### src/rtl/simon_playback.sv
// simon_playback: plays back a stored colour sequence (entries 0..level) from
// an external 8x2 memory. Each colour is shown for ON_CYCLES cycles and then
// blanked for OFF_CYCLES cycles. A one-cycle done pulse marks the end.
// Optional feature: define SIMON_PLAYBACK_ABORT_EN to add the abort input,
// which returns any active playback to IDLE without a done pulse.
module simon_playback #(
  parameter int ON_CYCLES  = 25000000,
  parameter int OFF_CYCLES = 12500000
) (
  input  logic       clk,
  input  logic       resetn,
  input  logic       start,
  input  logic [2:0] level,
  output logic [2:0] mem_addr,
  input  logic [1:0] mem_data,
  output logic       mem_we,
  output logic [1:0] color,
  output logic       show,
  output logic       busy,
  output logic       done
`ifdef SIMON_PLAYBACK_ABORT_EN
  ,
  input  logic       abort
`endif
);

  typedef enum logic [2:0] {
    ST_IDLE  = 3'd0,
    ST_FETCH = 3'd1,
    ST_SHOW  = 3'd2,
    ST_GAP   = 3'd3,
    ST_DONE  = 3'd4
  } state_t;

  // Timer reload values: a phase of N cycles counts N-1 down to 0.
  localparam logic [25:0] ON_LOAD  = 26'(ON_CYCLES)  - 26'd1;
  localparam logic [25:0] OFF_LOAD = 26'(OFF_CYCLES) - 26'd1;

  state_t      state_r;
  state_t      fsm_next_s;
  state_t      state_next_s;
  logic [2:0]  index_r;
  logic [2:0]  index_next_s;
  logic [2:0]  lvl_r;          // level latched at start (lvl_q)
  logic [2:0]  lvl_next_s;
  logic [25:0] timer_r;
  logic [25:0] timer_next_s;
  logic [1:0]  color_r;
  logic [1:0]  color_next_s;
  logic        show_r;
  logic        busy_r;
  logic        done_r;
  logic        abort_hit_s;

  // Normal playback sequencing and datapath next-values.
  always_comb begin
    fsm_next_s   = state_r;
    index_next_s = index_r;
    lvl_next_s   = lvl_r;
    timer_next_s = timer_r;
    color_next_s = color_r;
    case (state_r)
      ST_IDLE: begin
        if (start) begin
          lvl_next_s   = level;
          index_next_s = 3'd0;
          fsm_next_s   = ST_FETCH;
        end else begin
          fsm_next_s   = ST_IDLE;
        end
      end
      ST_FETCH: begin
        color_next_s = mem_data;
        timer_next_s = ON_LOAD;
        fsm_next_s   = ST_SHOW;
      end
      ST_SHOW: begin
        if (timer_r == 26'd0) begin
          timer_next_s = OFF_LOAD;
          fsm_next_s   = ST_GAP;
        end else begin
          timer_next_s = timer_r - 26'd1;
        end
      end
      ST_GAP: begin
        if (timer_r == 26'd0) begin
          // The last entry exits to DONE, so the index never wraps.
          if (index_r == lvl_r) begin
            fsm_next_s   = ST_DONE;
          end else begin
            index_next_s = index_r + 3'd1;
            fsm_next_s   = ST_FETCH;
          end
        end else begin
          timer_next_s = timer_r - 26'd1;
        end
      end
      ST_DONE: begin
        fsm_next_s = ST_IDLE;
      end
      default: begin
        fsm_next_s = ST_IDLE;
      end
    endcase
  end

`ifdef SIMON_PLAYBACK_ABORT_EN
  assign abort_hit_s = abort && (state_r != ST_IDLE);
`else
  assign abort_hit_s = 1'b0;
`endif

  // Abort overrides every other transition; without the feature it never fires.
  always_comb begin
    state_next_s = fsm_next_s;
    if (abort_hit_s) begin
      state_next_s = ST_IDLE;
    end else begin
      state_next_s = fsm_next_s;
    end
  end

  // State, datapath and registered status outputs; outputs track the next state
  // so they line up with the state register.
  always_ff @(posedge clk) begin
    if (!resetn) begin
      state_r <= ST_IDLE;
      index_r <= 3'd0;
      lvl_r   <= 3'd0;
      timer_r <= 26'd0;
      color_r <= 2'd0;
      show_r  <= 1'b0;
      busy_r  <= 1'b0;
      done_r  <= 1'b0;
    end else begin
      state_r <= state_next_s;
      index_r <= index_next_s;
      lvl_r   <= lvl_next_s;
      timer_r <= timer_next_s;
      color_r <= color_next_s;
      show_r  <= (state_next_s == ST_SHOW);
      busy_r  <= (state_next_s != ST_IDLE);
      done_r  <= (state_next_s == ST_DONE);
    end
  end

  assign mem_addr = index_r;
  assign mem_we   = 1'b0;
  assign color    = color_r;
  assign show     = show_r;
  assign busy     = busy_r;
  assign done     = done_r;

endmodule

### config.mk
export PLATFORM = sky130hd
export DESIGN_NAME = simon_playback
export DESIGN_NICKNAME = d
export VERILOG_FILES = /design/src/rtl/simon_playback.sv
export SDC_FILE = /design/constraint.sdc
export NUM_CORES = 1
export LEC_CHECK = 0
export CAP_MARGIN = 15
export CORE_MARGIN = 4
export CORE_UTILIZATION = 40
export CTS_CLUSTER_SIZE = 12
export DETAILED_ROUTE_END_ITERATION = 8
export SYNTH_ARGS = -nofsm -noshare
export SYNTH_HDL_FRONTEND = slang
export SYNTH_SLANG_ARGS = --single-unit
### constraint.sdc
create_clock -name clk -period 3.7 [get_ports clk]
set_clock_uncertainty 0.1 [all_clocks]
set_input_delay 0.74 -clock clk [delete_from_list [all_inputs] [get_ports clk]]
set_output_delay 0.74 -clock clk [all_outputs]
set_load 0.03 [all_outputs]
## Word level (Yosys, flattened, before mapping)

Cells that the tools add are included.

| word-level totals | value |
|---|---|
| input port bits | 8 |
| bits in registers | 40 |

| cells by class | value |
|---|---|
| mux-type cells | 12 |
| reduce and logical (&&, ||, !) cells | 8 |
| add/subtract/negate cells | 2 |
| equal/unequal tests | 10 |

Operator list:

| kind | count |
|---|---|
| $pmux W26 S3 | 1 |
| $mux W26 | 2 |
| $logic_not A26 Y1 | 1 |
| $sub A26 B1 Y26 const B | 1 |
| $mux W3 | 6 |
| $pmux W3 S4 | 1 |
| $eq A3 B2 Y1 const B | 3 |
| $ne A2 B2 Y1 const B | 4 |
| $pmux W3 S2 | 1 |
| $reduce_bool A3 Y1 | 2 |
| $reduce_and A2 Y1 | 2 |
| $reduce_and A4 Y1 | 1 |
| $add A3 B1 Y3 const B | 1 |
| $eq A3 B1 Y1 const B | 1 |
| $eq A3 B3 Y1 | 1 |
| $eq A3 B3 Y1 const B | 1 |
| $logic_not A3 Y1 | 1 |
| $reduce_bool A2 Y1 | 1 |
| $mux W1 | 1 |

## Logic depth before layout (Yosys ltp)

| depth | value |
|---|---|
| depth after elaboration | 5 |
| depth in mapped cells | 9 |
| depth with buffers taken out | 7 |

## Least setup slack after synthesis

No wires, ideal clock.

| timing path | value |
|---|---|
| path type | register to register |
| from | register timer_r[14] |
| to | register timer_r[21] |
| path buffers | 0 |
| slack | 1492 ps |
| arrival time | 1988 ps |
| cell stages (with the launch flop) | 6 |
| setup time | 120 ps |
| cells stage by stage | dfxtp_1 -> or4_4 -> or3_1 -> or3_1 -> o21a_1 -> o31a_1 |

| on the way | value |
|---|---|
| word-level cells in the longest chain between the ends | 3 |
| elaborated cells on any way between the ends | 7 |

Ends and longest elaborated chain:

| what | RTL line | source |
|---|---|---|
| start: declaration | 46 | `logic [25:0] timer_r;` |
| start signal: assignment | 139 | `timer_r <= timer_next_s;` |
| $sub A26 B1 Y26 / $logic_not A26 Y1 (equally long branches) | -- |  |
| $mux W26 (tied with other cells) | 86 | `if (timer_r == 26'd0) begin` |
| $pmux W26 S3 / $reduce_and A2 Y1 (equally long branches) | -- |  |

Parallel ways exist; a longest one is shown, timed or not. The select of a mux whose other input is x is not followed.
A chain may end at the register's enable or synchronous reset.

## Worst setup path in the final report

| timing path | value |
|---|---|
| from | register timer_r[0] |
| to | register timer_r[3] |

Same word-level chain as after synthesis.

==> run_results.csv <==
group,metric,value,unit
outcome,run_status,"finished, final reports clean",
pwr,cellPowerDensity,742,nW/um^2
clock_tree,cts_max_level,2,
yosys,synthesis.nets,265,
global_routing,grt_antenna_before_repair,0,
setup_path,critical-path-slowest-cell,"sky130_fd_sc_hd__a31o_2",
timing,min_period,2580,ps
die,die_width,82.5,um
die,fp.dieH,82.5,um
die,core.rowCount,26,
detailed_routing,drtAntennaViolNets,0,
global_routing,first_pass_grt_wire_length,9.05,mm
global_routing,grt_start_max_net_pins,30,
setup_path,startpoint_class,"flip-flop",
global_routing,grt_util_all_layers,0.173,
place,dp.final_hpwl,3.80,mm
layout,fillers,511,
detailed_routing,firstDrtPassIters,4,
layout,fin_nets,275,
clock_tree,clock_tree_from_tritoncts,"yes",
clock_tree,number_of_buffers_added_to_fix_hold_violations_after_cts,0,
setup_path,worst_path_dominant_cell_family,"compound AO/OA/AOI/OAI gates",
run,cap_violations,0,
die,core_area,5240,um^2
clock_tree,cts_root_buffer,"sky130_fd_sc_hd__clkbuf_8",
detailed_routing,finalWirelength,5.29,mm
clock_tree,postCtsResizedCells,0,
layout,combined_area_of_the_multi_input_logic_cells,1300,um^2
pwr,total_power,1.84,mW
yosys,async_reset_ff_frac,0,
yosys,ys.warnings.count,0,
setup_path,setup.reg_to_reg.worst_slack,1120,ps
setup_path,worst-endpoint-required,3780,ps
clock_tree,post-cts-setup-buffer-count,0,
layout,layout_commonest_cell,"sky130_fd_sc_hd__dfxtp_1",
die,die_area,6800,um^2
die,initial_core_util,0.424,
layout,seq_area,801,um^2
timing,final-setup-viol-count,0,
clock_tree,worst_skew_pair.late_latency,290,ps
worst_hold_path,hold-path-cell-count,2,
timing,final.period_utilization,0.698,
worst_hold_path,min-delay-path-class,"flip-flop to flip-flop",
setup_path,r2r_start,"timer_r[0]",
detailed_routing,drt-vias-per-instance,5.98,
timing,max-slew-margin-rel,0.541,
yosys,synth-edff-count,0,
place,placement.io_buffers,15,
yosys,synthesis.area,2220,um^2
timing,final-max-slew-violation-count,0,
timing,hold_viol,0,
setup_path,worstPathCellList,"inv_1 -> ha_1 -> or3b_2 -> nor2_4 -> a31o_2 -> nor4_1 -> o31a_1",
worst_hold_path,hold_path_startpoint,"color[0]",
pwr,power.ir.vdd_worst,0.330,mV
global_routing,via_count_of_the_first_global_routing_pass,1835,
detailed_routing,drcViolationCount,0,
timing,fin_setup_tns,0,ps
layout,area_growth,11.7,%
layout,num_antenna_cells,0,
clock_tree,cts_num_sinks,40,
setup_path,cp_num_buf_inv,1,
yosys,dominantRegCellSynth,"sky130_fd_sc_hd__dfxtp_1",
timing,worst_pin_slew,686,ps
setup_path,worst-path-max-fanout,29,
setup_path,setup.worst_path.end_class,"flip-flop",
clock_tree,numCtsBuffers,5,
yosys,synth_seq_cells,40,
pwr,power_leakage,0.890,nW
setup_path,reg2reg_depth,7,
die,boundaryPins,17,
layout,layout_common_cells,"sky130_fd_sc_hd__dfxtp_1, sky130_fd_sc_hd__nand2_1, sky130_fd_sc_hd__nor3_1, sky130_fd_sc_hd__clkdlybuf4s50_1, sky130_fd_sc_hd__nor2_1",
setup_path,crit_path_max_incr_delay,610,ps
clock_tree,number_of_buffers_between_clock_root_and_the_deepest_sink,2,
timing,fmax,387,MHz
layout,layout-drive-gt1-share,0.0943,
worst_hold_path,hold_end,"color[0]",
yosys,synthDistinctLibCells,60,
timing,unrepaired_setup_endpoints_after_global_routing,"no",
setup_path,path_depth,7,
yosys,synth.avg_cell_area,8.70,um^2
place,gp_congestion,0.809,
setup_path,setup.worst_path.class,"flip-flop to flip-flop",
clock_tree,cts.clk_slew.worst_paths,80,ps
global_routing,grt.overflow.total,0,
yosys,post_synthesis_instance_total,255,
setup_path,reg2reg_to,"timer_r[3]",
detailed_routing,avgRoutedWirePerCell,15.8,um
yosys,sequential_share_of_the_synthesized_area,0.361,
detailed_routing,detailroute.via_count,2004,
detailed_routing,drt_iter0_markers,169,
setup_path,arrival,2660,ps
## per-stage QoR
stage                      util  setup WS (ps)  area, um^2  hold slack [ps]  std cells
after detailed placement  0.455            992        2380              354        328
final                     0.473           1120        2480              360        335
after global placement    0.455           1040        2380              345        328
after floorplan               -           1490        2220              347        255
after CTS                 0.473           1140        2480              363        335
after global routing      0.473            919        2480              377        335
## flip-flops by register name (all words and copies together) (netlist names)
name and count:
timer_r 26, lvl_r 3, mem_addr 3, state_r 3
color 2, busy 1, done 1, show 1
## power by group
| part | total, mW | leakage [nW] | internal [mW] | switching, mW |
|---|---|---|---|---|
| Sequential | 0.625 | 0.326 | 0.516 | 0.109 |
| Combinational | 0.904 | 0.513 | 0.333 | 0.572 |
| Clock | 0.309 | 0.0503 | 0.166 | 0.143 |
| Total | 1.84 | 0.890 | 1.01 | 0.824 |
## layout make-up
cell class,count,area share
Multi-Input combinational cell,195,0.525
Clock buffer,7,0.0389
Sequential cell,40,0.323
Inverter,5,0.00758
Timing Repair Buffer,18,0.0697
Tap cell,70,0.0354
## worst max-delay path by stage
stage	start	slack, ps	endpoint
2_1_floorplan	timer_r[14]	1490	timer_r[21]
3_5_place_dp	start	990	mem_addr[0]
6_report	timer_r[0]	1120	timer_r[3]
4_1_cts	timer_r[0]	1140	timer_r[12]
5_1_grt	timer_r[8]	920	timer_r[3]
3_3_place_gp	start	1040	mem_addr[0]
## per-layer routing
layer,track usage,up-vias,wire length [um]
li1,-,1015,-
met1,0.236,926,2620
met2,0.268,55,2350
met3,0.0315,8,225
met4,0.0698,0,96
met5,0,-,0
## logic make-up after synthesis
logic type	Yosys count	synth area share
simple gates	114	0.297
compound gates	70	0.243
flops	40	0.361
buf+inv	20	0.0525
xor+xnor	4	0.0158
mux	4	0.0180
fa+ha+maj	2	0.0113
other cells	1	0.00169
## worst register-to-register path, cell delays in order, from the launching register on
cell	delay, ps
sky130_fd_sc_hd__dfxtp_1	330
sky130_fd_sc_hd__inv_1	120
sky130_fd_sc_hd__ha_1	220
sky130_fd_sc_hd__or3b_2	510
sky130_fd_sc_hd__nor2_4	210
sky130_fd_sc_hd__a31o_2	610
sky130_fd_sc_hd__nor4_1	120
sky130_fd_sc_hd__o31a_1	250
## synth_stat cells, types with 3 or more instances
| master | n | area share |
|---|---|---|
| sky130_fd_sc_hd__a211oi_1 | 3 | 0.010 |
| sky130_fd_sc_hd__a21oi_1 | 8 | 0.018 |
| sky130_fd_sc_hd__a311oi_1 | 3 | 0.012 |
| sky130_fd_sc_hd__a31oi_1 | 3 | 0.0085 |
| sky130_fd_sc_hd__and4_1 | 3 | 0.012 |
| sky130_fd_sc_hd__buf_2 | 4 | 0.0090 |
| sky130_fd_sc_hd__buf_6 | 3 | 0.015 |
| sky130_fd_sc_hd__clkbuf_1 | 5 | 0.0085 |
| sky130_fd_sc_hd__dfxtp_1 | 40 | 0.36 |
| sky130_fd_sc_hd__inv_1 | 5 | 0.0085 |
| sky130_fd_sc_hd__mux2i_1 | 4 | 0.018 |
| sky130_fd_sc_hd__nand2_1 | 19 | 0.032 |
| sky130_fd_sc_hd__nand3_1 | 12 | 0.027 |
| sky130_fd_sc_hd__nand4_1 | 6 | 0.017 |
| sky130_fd_sc_hd__nor2_1 | 14 | 0.024 |
| sky130_fd_sc_hd__nor3_1 | 16 | 0.036 |
| sky130_fd_sc_hd__nor4_1 | 11 | 0.031 |
| sky130_fd_sc_hd__o211ai_1 | 3 | 0.010 |
| sky130_fd_sc_hd__o21a_1 | 6 | 0.020 |
| sky130_fd_sc_hd__o21ai_0 | 7 | 0.016 |
| sky130_fd_sc_hd__o22ai_1 | 4 | 0.011 |
| sky130_fd_sc_hd__o31a_1 | 13 | 0.051 |
| sky130_fd_sc_hd__o31ai_1 | 4 | 0.014 |
| sky130_fd_sc_hd__or3_1 | 8 | 0.023 |
| sky130_fd_sc_hd__or4_1 | 6 | 0.020 |
| sky130_fd_sc_hd__xor2_1 | 3 | 0.012 |
No activity file was read; power rests on OpenSTA's default activity.
